--- config.mk ---
export PLATFORM = sky130hd
export DESIGN_NAME = control_unit_flat
export DESIGN_NICKNAME = d
export VERILOG_FILES = /design/src/rtl/control_pkg.sv /design/src/rtl/control_if.sv /design/src/rtl/control_decode.sv /design/src/rtl/control_unit.sv /design/src/flat_wrapper.sv
export SDC_FILE = /design/constraint.sdc
export NUM_CORES = 1
export LEC_CHECK = 0
export CORE_MARGIN = 4
export CORE_UTILIZATION = 41
export DETAILED_ROUTE_END_ITERATION = 10
export GPL_TIMING_DRIVEN = 0
export HOLD_SLACK_MARGIN = 0.02
export PLACE_DENSITY = 0.86
export RECOVER_POWER = 50
export SLEW_MARGIN = 20
export SYNTH_ARGS = -nofsm -noshare
export SYNTH_HDL_FRONTEND = slang
export SYNTH_SLANG_ARGS = --single-unit
--- constraint.sdc ---
create_clock -name clock -period 5 [get_ports clock]
set_clock_uncertainty 0.2 [all_clocks]
set_input_delay 1.25 -clock clock [delete_from_list [all_inputs] [get_ports clock]]
set_output_delay 1.25 -clock clock [all_outputs]
set_load 0.02 [all_outputs]
--- src/rtl/control_pkg.sv ---
`default_nettype none
// ============================================================================
// Module      : control_pkg
// Description : Shared definitions for the hardwired control sequencer:
//               opcode and ALU codes, sequencer state encoding, the strobe
//               bundle produced by the decoder, and the per-opcode length of
//               the execute phase.
//               Optional feature macro: MUL_DIV_EN (mul/div/mfhi/mflo).
// Revision    : 1.0  initial release
// ============================================================================
package control_pkg;

  localparam int OPW  = 5;
  localparam int ALUW = 5;

  // Opcodes, field ir[31:27]
  localparam logic [OPW-1:0] OP_ADD  = 5'b00000;
  localparam logic [OPW-1:0] OP_SUB  = 5'b00001;
  localparam logic [OPW-1:0] OP_OR   = 5'b00010;
  localparam logic [OPW-1:0] OP_AND  = 5'b00011;
  localparam logic [OPW-1:0] OP_SHR  = 5'b00100;
  localparam logic [OPW-1:0] OP_SHRA = 5'b00101;
  localparam logic [OPW-1:0] OP_SHL  = 5'b00110;
  localparam logic [OPW-1:0] OP_ROR  = 5'b00111;
  localparam logic [OPW-1:0] OP_ROL  = 5'b01000;
  localparam logic [OPW-1:0] OP_NEG  = 5'b01001;
  localparam logic [OPW-1:0] OP_NOT  = 5'b01010;
  localparam logic [OPW-1:0] OP_ADDI = 5'b01011;
  localparam logic [OPW-1:0] OP_ANDI = 5'b01100;
  localparam logic [OPW-1:0] OP_ORI  = 5'b01101;
  localparam logic [OPW-1:0] OP_LD   = 5'b01110;
  localparam logic [OPW-1:0] OP_LDI  = 5'b01111;
  localparam logic [OPW-1:0] OP_ST   = 5'b10000;
  localparam logic [OPW-1:0] OP_BR   = 5'b10001;
  localparam logic [OPW-1:0] OP_JR   = 5'b10010;
  localparam logic [OPW-1:0] OP_JAL  = 5'b10011;
  localparam logic [OPW-1:0] OP_IN   = 5'b10100;
  localparam logic [OPW-1:0] OP_OUT  = 5'b10101;
  localparam logic [OPW-1:0] OP_MFHI = 5'b10110;
  localparam logic [OPW-1:0] OP_MFLO = 5'b10111;
  localparam logic [OPW-1:0] OP_NOP  = 5'b11000;
  localparam logic [OPW-1:0] OP_HALT = 5'b11001;
  localparam logic [OPW-1:0] OP_MUL  = 5'b11010;
  localparam logic [OPW-1:0] OP_DIV  = 5'b11011;

  // ALU codes used where the operation is not the opcode itself
  localparam logic [ALUW-1:0] ALU_ADD = 5'b00000;
  localparam logic [ALUW-1:0] ALU_OR  = 5'b00010;
  localparam logic [ALUW-1:0] ALU_AND = 5'b00011;

  typedef enum logic [3:0] {
    RESET  = 4'd0,
    FETCH0 = 4'd1,
    FETCH1 = 4'd2,
    FETCH2 = 4'd3,
    EXEC3  = 4'd4,
    EXEC4  = 4'd5,
    EXEC5  = 4'd6,
    EXEC6  = 4'd7,
    EXEC7  = 4'd8,
    HALT   = 4'd9
  } state_t;

  typedef struct packed {
    logic            run;
    logic            PCout;
    logic            PCin;
    logic            IncPC;
    logic            MARin;
    logic            MDRin;
    logic            MDRout;
    logic            IRin;
    logic            Yin;
    logic            read;
    logic            write;
    logic            RAMenable;
    logic            Gra;
    logic            Grb;
    logic            Grc;
    logic            Rin;
    logic            Rout;
    logic            BAout;
    logic            R15in;
    logic            Cout;
    logic            conin;
    logic            ZLOin;
    logic            ZLOout;
    logic            ZHIout;
    logic            ZMuxEnable;
    logic            ZSelect;
    logic            ZMuxOut;
    logic            OutPortenable;
    logic            PortInout;
`ifdef MUL_DIV_EN
    logic            HIin;
    logic            LOin;
    logic            HIout;
    logic            LOout;
`endif
    logic [ALUW-1:0] aluControl;
  } ctrl_t;

  // Index (3..7) of the final execute step; 0 means no execute phase (nop/unknown)
  function automatic logic [2:0] last_step(input logic [OPW-1:0] op);
    logic [2:0] r;
    case (op)
      OP_ADD, OP_SUB, OP_OR, OP_AND, OP_SHR, OP_SHRA, OP_SHL, OP_ROR, OP_ROL,
      OP_ADDI, OP_ANDI, OP_ORI, OP_LDI:  r = 3'd5;
      OP_NEG, OP_NOT, OP_JAL:            r = 3'd4;
      OP_LD, OP_ST:                      r = 3'd7;
      OP_BR:                             r = 3'd6;
      OP_JR, OP_IN, OP_OUT:              r = 3'd3;
`ifdef MUL_DIV_EN
      OP_MUL, OP_DIV:                    r = 3'd6;
      OP_MFHI, OP_MFLO:                  r = 3'd3;
`endif
      default:                           r = 3'd0;
    endcase
    return r;
  endfunction

endpackage
`default_nettype wire

--- src/rtl/control_if.sv ---
`default_nettype none
// ============================================================================
// Module      : control_if
// Description : Control-unit to DataPath bundle: instruction/condition inputs
//               and every DataPath control strobe. The master side is the
//               control unit, the slave side the DataPath.
//               Optional feature macro: MUL_DIV_EN (adds HIin/LOin/HIout/LOout).
// Revision    : 1.0  initial release
// ============================================================================
interface control_if;
  import control_pkg::*;

  logic [31:0]     ir;
  logic            con_ff;
  logic            run;
  logic            PCout, PCin, IncPC;
  logic            MARin, MDRin, MDRout, IRin, Yin;
  logic            read, write, RAMenable;
  logic            Gra, Grb, Grc, Rin, Rout, BAout, R15in;
  logic            Cout, conin;
  logic            ZLOin, ZLOout, ZHIout;
  logic            ZMuxEnable, ZSelect, ZMuxOut;
  logic            OutPortenable, PortInout;
  logic [ALUW-1:0] aluControl;
`ifdef MUL_DIV_EN
  logic            HIin, LOin, HIout, LOout;
`endif

  modport master (
    input  ir, con_ff,
    output run, PCout, PCin, IncPC, MARin, MDRin, MDRout, IRin, Yin,
           read, write, RAMenable, Gra, Grb, Grc, Rin, Rout, BAout, R15in,
           Cout, conin, ZLOin, ZLOout, ZHIout, ZMuxEnable, ZSelect, ZMuxOut,
           OutPortenable, PortInout, aluControl
`ifdef MUL_DIV_EN
    , output HIin, LOin, HIout, LOout
`endif
  );

  modport slave (
    output ir, con_ff,
    input  run, PCout, PCin, IncPC, MARin, MDRin, MDRout, IRin, Yin,
           read, write, RAMenable, Gra, Grb, Grc, Rin, Rout, BAout, R15in,
           Cout, conin, ZLOin, ZLOout, ZHIout, ZMuxEnable, ZSelect, ZMuxOut,
           OutPortenable, PortInout, aluControl
`ifdef MUL_DIV_EN
    , input HIin, LOin, HIout, LOout
`endif
  );

endinterface
`default_nettype wire

--- src/rtl/control_decode.sv ---
`default_nettype none
// ============================================================================
// Module      : control_decode
// Description : Purely combinational strobe decoder. Maps the sequencer state
//               (plus the opcode during execute, and con_ff in the branch
//               step) to the full DataPath strobe bundle.
//               Optional feature macro: MUL_DIV_EN (mul/div/mfhi/mflo).
// Revision    : 1.0  initial release
// ============================================================================
module control_decode
  import control_pkg::*;
(
  input  state_t         state_i,
  input  logic [OPW-1:0] opcode_i,
  input  logic           con_ff_i,
  output ctrl_t          ctrl_o
);

  ctrl_t w_ctrl;

  // Strobe decode: all strobes default low, each step raises only its own set
  always_comb begin
    w_ctrl     = '0;
    w_ctrl.run = (state_i != RESET) && (state_i != HALT);
    case (state_i)
      FETCH0: begin
        w_ctrl.PCout = 1'b1; w_ctrl.MARin = 1'b1;
        w_ctrl.IncPC = 1'b1; w_ctrl.ZLOin = 1'b1;
      end
      FETCH1: begin
        w_ctrl.ZLOout    = 1'b1; w_ctrl.PCin  = 1'b1; w_ctrl.read = 1'b1;
        w_ctrl.RAMenable = 1'b1; w_ctrl.MDRin = 1'b1;
      end
      FETCH2: begin
        w_ctrl.MDRout = 1'b1; w_ctrl.IRin = 1'b1;
      end
      EXEC3, EXEC4, EXEC5, EXEC6, EXEC7: begin
        case (opcode_i)
          OP_ADD, OP_SUB, OP_OR, OP_AND, OP_SHR, OP_SHRA, OP_SHL, OP_ROR, OP_ROL: begin
            case (state_i)
              EXEC3: begin w_ctrl.Grb = 1'b1; w_ctrl.Rout = 1'b1; w_ctrl.Yin = 1'b1; end
              EXEC4: begin
                w_ctrl.Grc = 1'b1; w_ctrl.Rout = 1'b1; w_ctrl.ZLOin = 1'b1;
                w_ctrl.aluControl = opcode_i;
              end
              EXEC5: begin
                w_ctrl.ZMuxEnable = 1'b1; w_ctrl.ZMuxOut = 1'b1;
                w_ctrl.Gra = 1'b1; w_ctrl.Rin = 1'b1;
              end
              default: ;
            endcase
          end
          OP_NEG, OP_NOT: begin
            case (state_i)
              EXEC3: begin
                w_ctrl.Grb = 1'b1; w_ctrl.Rout = 1'b1; w_ctrl.ZLOin = 1'b1;
                w_ctrl.aluControl = opcode_i;
              end
              EXEC4: begin
                w_ctrl.ZMuxEnable = 1'b1; w_ctrl.ZMuxOut = 1'b1;
                w_ctrl.Gra = 1'b1; w_ctrl.Rin = 1'b1;
              end
              default: ;
            endcase
          end
          OP_ADDI, OP_ANDI, OP_ORI: begin
            case (state_i)
              EXEC3: begin w_ctrl.Grb = 1'b1; w_ctrl.Rout = 1'b1; w_ctrl.Yin = 1'b1; end
              EXEC4: begin
                w_ctrl.Cout = 1'b1; w_ctrl.ZLOin = 1'b1;
                w_ctrl.aluControl = (opcode_i == OP_ANDI) ? ALU_AND :
                                    (opcode_i == OP_ORI)  ? ALU_OR  : ALU_ADD;
              end
              EXEC5: begin
                w_ctrl.ZMuxEnable = 1'b1; w_ctrl.ZMuxOut = 1'b1;
                w_ctrl.Gra = 1'b1; w_ctrl.Rin = 1'b1;
              end
              default: ;
            endcase
          end
          // ld, ldi and st share the base+offset address computation in T3-T4
          OP_LD, OP_LDI, OP_ST: begin
            case (state_i)
              EXEC3: begin w_ctrl.Grb = 1'b1; w_ctrl.BAout = 1'b1; w_ctrl.Yin = 1'b1; end
              EXEC4: begin
                w_ctrl.Cout = 1'b1; w_ctrl.ZLOin = 1'b1; w_ctrl.aluControl = ALU_ADD;
              end
              EXEC5: begin
                w_ctrl.ZMuxEnable = 1'b1; w_ctrl.ZMuxOut = 1'b1;
                if (opcode_i == OP_LDI) begin
                  w_ctrl.Gra = 1'b1; w_ctrl.Rin = 1'b1;
                end else begin
                  w_ctrl.MARin = 1'b1;
                end
              end
              EXEC6: begin
                if (opcode_i == OP_LD) begin
                  w_ctrl.read = 1'b1; w_ctrl.RAMenable = 1'b1; w_ctrl.MDRin = 1'b1;
                end else if (opcode_i == OP_ST) begin
                  w_ctrl.Gra = 1'b1; w_ctrl.Rout = 1'b1; w_ctrl.MDRin = 1'b1;
                end
              end
              EXEC7: begin
                if (opcode_i == OP_LD) begin
                  w_ctrl.MDRout = 1'b1; w_ctrl.Gra = 1'b1; w_ctrl.Rin = 1'b1;
                end else if (opcode_i == OP_ST) begin
                  w_ctrl.write = 1'b1; w_ctrl.RAMenable = 1'b1;
                end
              end
              default: ;
            endcase
          end
          OP_BR: begin
            case (state_i)
              EXEC3: begin w_ctrl.Gra = 1'b1; w_ctrl.Rout = 1'b1; w_ctrl.conin = 1'b1; end
              EXEC4: begin w_ctrl.PCout = 1'b1; w_ctrl.Yin = 1'b1; end
              EXEC5: begin
                w_ctrl.Cout = 1'b1; w_ctrl.ZLOin = 1'b1; w_ctrl.aluControl = ALU_ADD;
              end
              // Branch target is only committed when the condition flop is set
              EXEC6: begin
                if (con_ff_i) begin
                  w_ctrl.ZMuxEnable = 1'b1; w_ctrl.ZMuxOut = 1'b1; w_ctrl.PCin = 1'b1;
                end
              end
              default: ;
            endcase
          end
          OP_JR: begin
            if (state_i == EXEC3) begin
              w_ctrl.Gra = 1'b1; w_ctrl.Rout = 1'b1; w_ctrl.PCin = 1'b1;
            end
          end
          OP_JAL: begin
            if (state_i == EXEC3) begin
              w_ctrl.PCout = 1'b1; w_ctrl.R15in = 1'b1;
            end else if (state_i == EXEC4) begin
              w_ctrl.Gra = 1'b1; w_ctrl.Rout = 1'b1; w_ctrl.PCin = 1'b1;
            end
          end
          OP_IN: begin
            if (state_i == EXEC3) begin
              w_ctrl.PortInout = 1'b1; w_ctrl.Gra = 1'b1; w_ctrl.Rin = 1'b1;
            end
          end
          OP_OUT: begin
            if (state_i == EXEC3) begin
              w_ctrl.Gra = 1'b1; w_ctrl.Rout = 1'b1; w_ctrl.OutPortenable = 1'b1;
            end
          end
`ifdef MUL_DIV_EN
          OP_MUL, OP_DIV: begin
            case (state_i)
              EXEC3: begin w_ctrl.Gra = 1'b1; w_ctrl.Rout = 1'b1; w_ctrl.Yin = 1'b1; end
              EXEC4: begin
                w_ctrl.Grb = 1'b1; w_ctrl.Rout = 1'b1; w_ctrl.ZLOin = 1'b1;
                w_ctrl.aluControl = opcode_i;
              end
              EXEC5: begin w_ctrl.ZLOout = 1'b1; w_ctrl.LOin = 1'b1; end
              EXEC6: begin w_ctrl.ZHIout = 1'b1; w_ctrl.HIin = 1'b1; end
              default: ;
            endcase
          end
          OP_MFHI, OP_MFLO: begin
            if (state_i == EXEC3) begin
              w_ctrl.HIout = (opcode_i == OP_MFHI);
              w_ctrl.LOout = (opcode_i == OP_MFLO);
              w_ctrl.Gra   = 1'b1;
              w_ctrl.Rin   = 1'b1;
            end
          end
`endif
          default: ;
        endcase
      end
      default: ;
    endcase
  end

  assign ctrl_o = w_ctrl;

endmodule
`default_nettype wire

--- src/rtl/control_unit.sv ---
`default_nettype none
// ============================================================================
// Module      : control_unit
// Description : Hardwired control sequencer for the DataPath. Holds the step
//               register (RESET, FETCH0-2, EXEC3-7, HALT) and the next-step
//               logic; strobes come from control_decode.
//               Optional feature macro: MUL_DIV_EN (mul/div/mfhi/mflo and the
//               HIin/LOin/HIout/LOout strobes).
// Revision    : 1.0  initial release
// ============================================================================
module control_unit
  import control_pkg::*;
(
  input  logic      clock,
  input  logic      clear,
  control_if.master bus
);

  state_t         state_q;
  state_t         state_d;
  logic [OPW-1:0] w_opcode;
  logic [2:0]     w_last;
  ctrl_t          w_ctrl;
  logic           w_unused_ir;

  assign w_opcode    = bus.ir[31:27];
  assign w_last      = last_step(w_opcode);
  assign w_unused_ir = ^bus.ir[26:0];

  // Step register; clear forces RESET immediately so every strobe drops at once
  always_ff @(posedge clock or posedge clear) begin
    if (clear) state_q <= RESET;
    else       state_q <= state_d;
  end

  // Next step: fetch is fixed, dispatch at T2 on the opcode, then run to the
  // instruction's last execute step and return to FETCH0
  always_comb begin
    state_d = state_q;
    case (state_q)
      RESET:  state_d = FETCH0;
      FETCH0: state_d = FETCH1;
      FETCH1: state_d = FETCH2;
      FETCH2: begin
        if (w_opcode == OP_HALT)  state_d = HALT;
        else if (w_last == 3'd0)  state_d = FETCH0;
        else                      state_d = EXEC3;
      end
      EXEC3:  state_d = (w_last == 3'd3) ? FETCH0 : EXEC4;
      EXEC4:  state_d = (w_last == 3'd4) ? FETCH0 : EXEC5;
      EXEC5:  state_d = (w_last == 3'd5) ? FETCH0 : EXEC6;
      EXEC6:  state_d = (w_last == 3'd6) ? FETCH0 : EXEC7;
      EXEC7:  state_d = FETCH0;
      HALT:   state_d = HALT;
      default: state_d = RESET;
    endcase
  end

  control_decode u_decode (
    .state_i  (state_q),
    .opcode_i (w_opcode),
    .con_ff_i (bus.con_ff),
    .ctrl_o   (w_ctrl)
  );

  assign bus.run           = w_ctrl.run;
  assign bus.PCout         = w_ctrl.PCout;
  assign bus.PCin          = w_ctrl.PCin;
  assign bus.IncPC         = w_ctrl.IncPC;
  assign bus.MARin         = w_ctrl.MARin;
  assign bus.MDRin         = w_ctrl.MDRin;
  assign bus.MDRout        = w_ctrl.MDRout;
  assign bus.IRin          = w_ctrl.IRin;
  assign bus.Yin           = w_ctrl.Yin;
  assign bus.read          = w_ctrl.read;
  assign bus.write         = w_ctrl.write;
  assign bus.RAMenable     = w_ctrl.RAMenable;
  assign bus.Gra           = w_ctrl.Gra;
  assign bus.Grb           = w_ctrl.Grb;
  assign bus.Grc           = w_ctrl.Grc;
  assign bus.Rin           = w_ctrl.Rin;
  assign bus.Rout          = w_ctrl.Rout;
  assign bus.BAout         = w_ctrl.BAout;
  assign bus.R15in         = w_ctrl.R15in;
  assign bus.Cout          = w_ctrl.Cout;
  assign bus.conin         = w_ctrl.conin;
  assign bus.ZLOin         = w_ctrl.ZLOin;
  assign bus.ZLOout        = w_ctrl.ZLOout;
  assign bus.ZHIout        = w_ctrl.ZHIout;
  assign bus.ZMuxEnable    = w_ctrl.ZMuxEnable;
  assign bus.ZSelect       = w_ctrl.ZSelect;
  assign bus.ZMuxOut       = w_ctrl.ZMuxOut;
  assign bus.OutPortenable = w_ctrl.OutPortenable;
  assign bus.PortInout     = w_ctrl.PortInout;
  assign bus.aluControl    = w_ctrl.aluControl;
`ifdef MUL_DIV_EN
  assign bus.HIin          = w_ctrl.HIin;
  assign bus.LOin          = w_ctrl.LOin;
  assign bus.HIout         = w_ctrl.HIout;
  assign bus.LOout         = w_ctrl.LOout;
`endif

endmodule
`default_nettype wire

--- src/flat_wrapper.sv ---
// flat-port wrapper written by rule: the top's interface ports become plain ports
module control_unit_flat import control_pkg::*;
  (clock, clear, bus_ir, bus_con_ff, bus_run, bus_PCout, bus_PCin, bus_IncPC, bus_MARin, bus_MDRin, bus_MDRout, bus_IRin, bus_Yin, bus_read, bus_write, bus_RAMenable, bus_Gra, bus_Grb, bus_Grc, bus_Rin, bus_Rout, bus_BAout, bus_R15in, bus_Cout, bus_conin, bus_ZLOin, bus_ZLOout, bus_ZHIout, bus_ZMuxEnable, bus_ZSelect, bus_ZMuxOut, bus_OutPortenable, bus_PortInout, bus_aluControl);
  control_if bus_i ();
  input  logic clock;
  input  logic clear;
  input wire logic [$bits(bus_i.ir)-1:0] bus_ir;
  input wire logic [$bits(bus_i.con_ff)-1:0] bus_con_ff;
  output wire logic [$bits(bus_i.run)-1:0] bus_run;
  output wire logic [$bits(bus_i.PCout)-1:0] bus_PCout;
  output wire logic [$bits(bus_i.PCin)-1:0] bus_PCin;
  output wire logic [$bits(bus_i.IncPC)-1:0] bus_IncPC;
  output wire logic [$bits(bus_i.MARin)-1:0] bus_MARin;
  output wire logic [$bits(bus_i.MDRin)-1:0] bus_MDRin;
  output wire logic [$bits(bus_i.MDRout)-1:0] bus_MDRout;
  output wire logic [$bits(bus_i.IRin)-1:0] bus_IRin;
  output wire logic [$bits(bus_i.Yin)-1:0] bus_Yin;
  output wire logic [$bits(bus_i.read)-1:0] bus_read;
  output wire logic [$bits(bus_i.write)-1:0] bus_write;
  output wire logic [$bits(bus_i.RAMenable)-1:0] bus_RAMenable;
  output wire logic [$bits(bus_i.Gra)-1:0] bus_Gra;
  output wire logic [$bits(bus_i.Grb)-1:0] bus_Grb;
  output wire logic [$bits(bus_i.Grc)-1:0] bus_Grc;
  output wire logic [$bits(bus_i.Rin)-1:0] bus_Rin;
  output wire logic [$bits(bus_i.Rout)-1:0] bus_Rout;
  output wire logic [$bits(bus_i.BAout)-1:0] bus_BAout;
  output wire logic [$bits(bus_i.R15in)-1:0] bus_R15in;
  output wire logic [$bits(bus_i.Cout)-1:0] bus_Cout;
  output wire logic [$bits(bus_i.conin)-1:0] bus_conin;
  output wire logic [$bits(bus_i.ZLOin)-1:0] bus_ZLOin;
  output wire logic [$bits(bus_i.ZLOout)-1:0] bus_ZLOout;
  output wire logic [$bits(bus_i.ZHIout)-1:0] bus_ZHIout;
  output wire logic [$bits(bus_i.ZMuxEnable)-1:0] bus_ZMuxEnable;
  output wire logic [$bits(bus_i.ZSelect)-1:0] bus_ZSelect;
  output wire logic [$bits(bus_i.ZMuxOut)-1:0] bus_ZMuxOut;
  output wire logic [$bits(bus_i.OutPortenable)-1:0] bus_OutPortenable;
  output wire logic [$bits(bus_i.PortInout)-1:0] bus_PortInout;
  output wire logic [$bits(bus_i.aluControl)-1:0] bus_aluControl;
  assign bus_i.ir = bus_ir;
  assign bus_i.con_ff = bus_con_ff;
  assign bus_run = bus_i.run;
  assign bus_PCout = bus_i.PCout;
  assign bus_PCin = bus_i.PCin;
  assign bus_IncPC = bus_i.IncPC;
  assign bus_MARin = bus_i.MARin;
  assign bus_MDRin = bus_i.MDRin;
  assign bus_MDRout = bus_i.MDRout;
  assign bus_IRin = bus_i.IRin;
  assign bus_Yin = bus_i.Yin;
  assign bus_read = bus_i.read;
  assign bus_write = bus_i.write;
  assign bus_RAMenable = bus_i.RAMenable;
  assign bus_Gra = bus_i.Gra;
  assign bus_Grb = bus_i.Grb;
  assign bus_Grc = bus_i.Grc;
  assign bus_Rin = bus_i.Rin;
  assign bus_Rout = bus_i.Rout;
  assign bus_BAout = bus_i.BAout;
  assign bus_R15in = bus_i.R15in;
  assign bus_Cout = bus_i.Cout;
  assign bus_conin = bus_i.conin;
  assign bus_ZLOin = bus_i.ZLOin;
  assign bus_ZLOout = bus_i.ZLOout;
  assign bus_ZHIout = bus_i.ZHIout;
  assign bus_ZMuxEnable = bus_i.ZMuxEnable;
  assign bus_ZSelect = bus_i.ZSelect;
  assign bus_ZMuxOut = bus_i.ZMuxOut;
  assign bus_OutPortenable = bus_i.OutPortenable;
  assign bus_PortInout = bus_i.PortInout;
  assign bus_aluControl = bus_i.aluControl;
  control_unit u_core (.clock(clock), .clear(clear), .bus(bus_i));
endmodule
==> impl_metrics.tcl <==
set metrics [dict create \
    drive_gt1_share_pct 15.3 \
    min_path_cells 3 \
    multi_input_comb_area_sq_um 943 \
    first_iter_violations 78 \
    tns_ps 0 \
    highest_attainable_clock_frequency_mhz 203 \
    maxCapViolCount 0 \
    clk_path_buf_depth 2 \
    crit-reg2reg-launch "u_core.state_q[0]$_DFF_PP0_" \
    worst_ir_drop_vdd_v 0.000427 \
    timing.setup.critical_path_class "primary input to output pin" \
    avgRoutedWirePerCell_um 15.7 \
    grt_start_max_net_pins 11 \
    antenna-diode-count 0 \
    synth_edf_count 0 \
    timing.rr.end "u_core.state_q[1]$_DFF_PP0_" \
    synthDominantCellAreaShare_pct 8.45 \
    synth_async_sr_flop_share_pct 100 \
    globalRouteTotalUtil_pct 20.2 \
    end_kind "output pin" \
    maxSlewHeadroom_pct 59.5 \
    num_rows 19 \
    leak_pwr_nw 0.723 \
    numClockSinks 4 \
    detailroute.via_count 1488 \
    cp.required_ps 3550 \
    die_outline_area_sq_mm 0.00381 \
    run_status "finished, final reports clean" \
    flip_flop_count_of_the_largest_register_all_copies_and_words_added 4 \
    cts_hold_buf 0 \
    holdCritStartpoint "u_core.state_q[3]$_DFF_PP0_" \
    worst_slew_pin_slew_ps 603 \
    netlist-cell-type-count 58 \
    reg_top3 "u_core.state_q x4" \
    dpl_worst_slack_ps -343 \
    postSynthCellCount 173 \
    worst_r2r_path_depth 6 \
    regToRegSetupSlack_ps 3050 \
    placeableCoreArea_sq_mm 0.00276 \
    post_synth_instance_area_sq_mm 0.00118 \
    clk_root_buffer_cell "sky130_fd_sc_hd__clkbuf_4" \
    finalHoldViolCount 0 \
    final_weighted_congestion_in_routability_driven_placement 0.951 \
    layout.nets 259 \
    final_period_minus_worst_setup_slack_ps 4920 \
    layout.area.seq_sq_um 100 \
    grt_setup_unrepaired "no" \
    synth.yosys.seq_area_share_pct 8.45 \
    die_height_um 61.8 \
    finalSetupViolations 0 \
    grt_first_pass_wirelength_um 5900 \
    postLayoutSetupSlackWorst_ps 78.4 \
    tritoncts_clock_tree "built" \
    die_x_um 61.8 \
    clock_insertion_delay_worst_skew_ps 240 \
    final_min_period_over_clock_period_pct 98.4 \
    power.density_cell_area_mw_per_mm2 379 \
    post-cts-setup-buffer-count 0 \
    registers.top_by_ff_count "u_core.state_q" \
    firstDrtPassIters 4 \
    antenna_left 0 \
    avgViaCountPerCell 6.02 \
    yosys-top-cells-area "sky130_fd_sc_hd__dfrtp_1, sky130_fd_sc_hd__ha_1, sky130_fd_sc_hd__nor2_1" \
    via_count_of_the_first_global_routing_pass 1330 \
    layout.filler_cells 266 \
    number_of_top_level_pins 69 \
    kind_of_launch_point_of_the_worst_setup_path "primary input" \
    holdPathEnd "u_core.state_q[0]$_DFF_PP0_" \
    synth.ff_latch_count 4 \
    detailed_place_hpwl_um 2920 \
    mostFrequentLayoutCells "sky130_fd_sc_hd__nor2_1, sky130_fd_sc_hd__clkdlybuf4s50_1, sky130_fd_sc_hd__nand2_1" \
    htree_num_levels 1 \
    path_clk_slew_ps 40 \
    synth_largest_area_cell "sky130_fd_sc_hd__dfrtp_1" \
    io_buffers 38 \
    worstPathMaxFanout 8 \
    numCtsBuffers 3 \
    initial_utilization_pct 43.0 \
    antenna_found_initial 0 \
    finalMaxSlewViolations 0 \
    synth.yosys.warnings 0 \
    drt_drc_violations_left 0 \
    min_path_type "flip-flop to flip-flop" \
    area_added_between_synthesis_and_finish_pct 36.5 \
    routed_wirelength_um 3890 \
    synth_area_per_cell_sq_um 6.85 \
    critical_path_arrival_ps 3470 \
    gr-total-overflow 0 \
    postSynth.topFlopCell "sky130_fd_sc_hd__dfrtp_1" \
]
[logic make-up (layout without fill, tap and decap cells)]
kind of cell,count (synthesis),count (layout),synth area share [%]
AO/OA/AOI/OAI,45,45,28.8
other,1,3,0.316
buffers and inverters,24,65,12.0
AND/OR/NAND/NOR,91,91,42.2
multiplexers,2,2,1.80
adder cells (fa/ha/maj),6,6,6.34
flip-flops,4,4,8.45
[final cells by class]
type / count / area share [%]
Multi-Input combinational cell: 147 / 58.3
Timing Repair Buffer: 38 / 22.9
Buffer: 17 / 7.19
Sequential cell: 4 / 6.19
Tap cell: 31 / 2.40
Inverter: 7 / 1.62
Clock buffer: 3 / 1.39
[synthesized netlist by cell type (5+ instances only)]
master,instances
sky130_fd_sc_hd__a21oi_1,7
sky130_fd_sc_hd__a31oi_1,5
sky130_fd_sc_hd__and3_1,6
sky130_fd_sc_hd__buf_4,9
sky130_fd_sc_hd__ha_1,6
sky130_fd_sc_hd__inv_1,5
sky130_fd_sc_hd__nand2_1,19
sky130_fd_sc_hd__nand2b_1,5
sky130_fd_sc_hd__nor2_1,20
sky130_fd_sc_hd__nor3_1,8
sky130_fd_sc_hd__o21ai_0,7
sky130_fd_sc_hd__o21ai_1,5
[worst max-delay path, cell delays in order]
cell	delay (ps)
sky130_fd_sc_hd__dlygate4sd2_1	320
sky130_fd_sc_hd__inv_1	150
sky130_fd_sc_hd__ha_1	170
sky130_fd_sc_hd__buf_2	190
sky130_fd_sc_hd__nor2_1	80
sky130_fd_sc_hd__a211o_1	330
sky130_fd_sc_hd__a31oi_1	220
sky130_fd_sc_hd__nand4bb_1	140
sky130_fd_sc_hd__clkdlybuf4s50_1	600
[worst max-delay path by stage]
stage / start / to / slack (ps) / depth (start not counted)
3_5_place_dp: bus_ir[28] / bus_Yin / -340 / 10
3_3_place_gp: bus_ir[27] / bus_Yin / -300 / 10
2_1_floorplan: bus_ir[27] / bus_ZMuxOut / 710 / 9
5_1_grt: bus_ir[28] / bus_Gra / 9 / 9
4_1_cts: bus_ir[28] / bus_ZMuxEnable / 10 / 10
6_report: bus_ir[28] / bus_Gra / 80 / 9
[routing by layer]
layer | vias to the layer above | wire length [um] | global-route usage [%]
li1 | 704 | - | -
met1 | 678 | 1640 | 26.7
met2 | 92 | 1780 | 33.5
met3 | 14 | 394 | 1.24
met4 | 0 | 82 | 9.39
met5 | - | 0 | 0
[report_power, final]
| part | switching, mW | leakage (nW) | internal, mW |
|---|---|---|---|
| sequential | 0.00787 | 0.0505 | 0.0468 |
| clock | 0.0167 | 0.0138 | 0.0271 |
| combinational | 0.322 | 0.659 | 0.193 |
| total | 0.347 | 0.723 | 0.267 |
[timing repair]
action                                  CTS  global route
pin swaps                                 0             0
gates resized for setup                   6             6
endpoints found under the setup margin   13             5
hold endpoints to repair                  0             0
[stage by stage]
step	hold WS, ps	util [%]	cell area (sq um)	cells	total power [mW]
6_report	455	58.7	1620	247	0.613
5_1_grt	493	58.7	1620	247	0.648
4_1_cts	454	59.2	1630	247	0.625
3_5_place_dp	449	58.4	1610	244	0.583
3_3_place_gp	439	58.4	1610	244	0.574
2_1_floorplan	409	-	1190	175	0.389
Power figures use the tool's default switching activity.
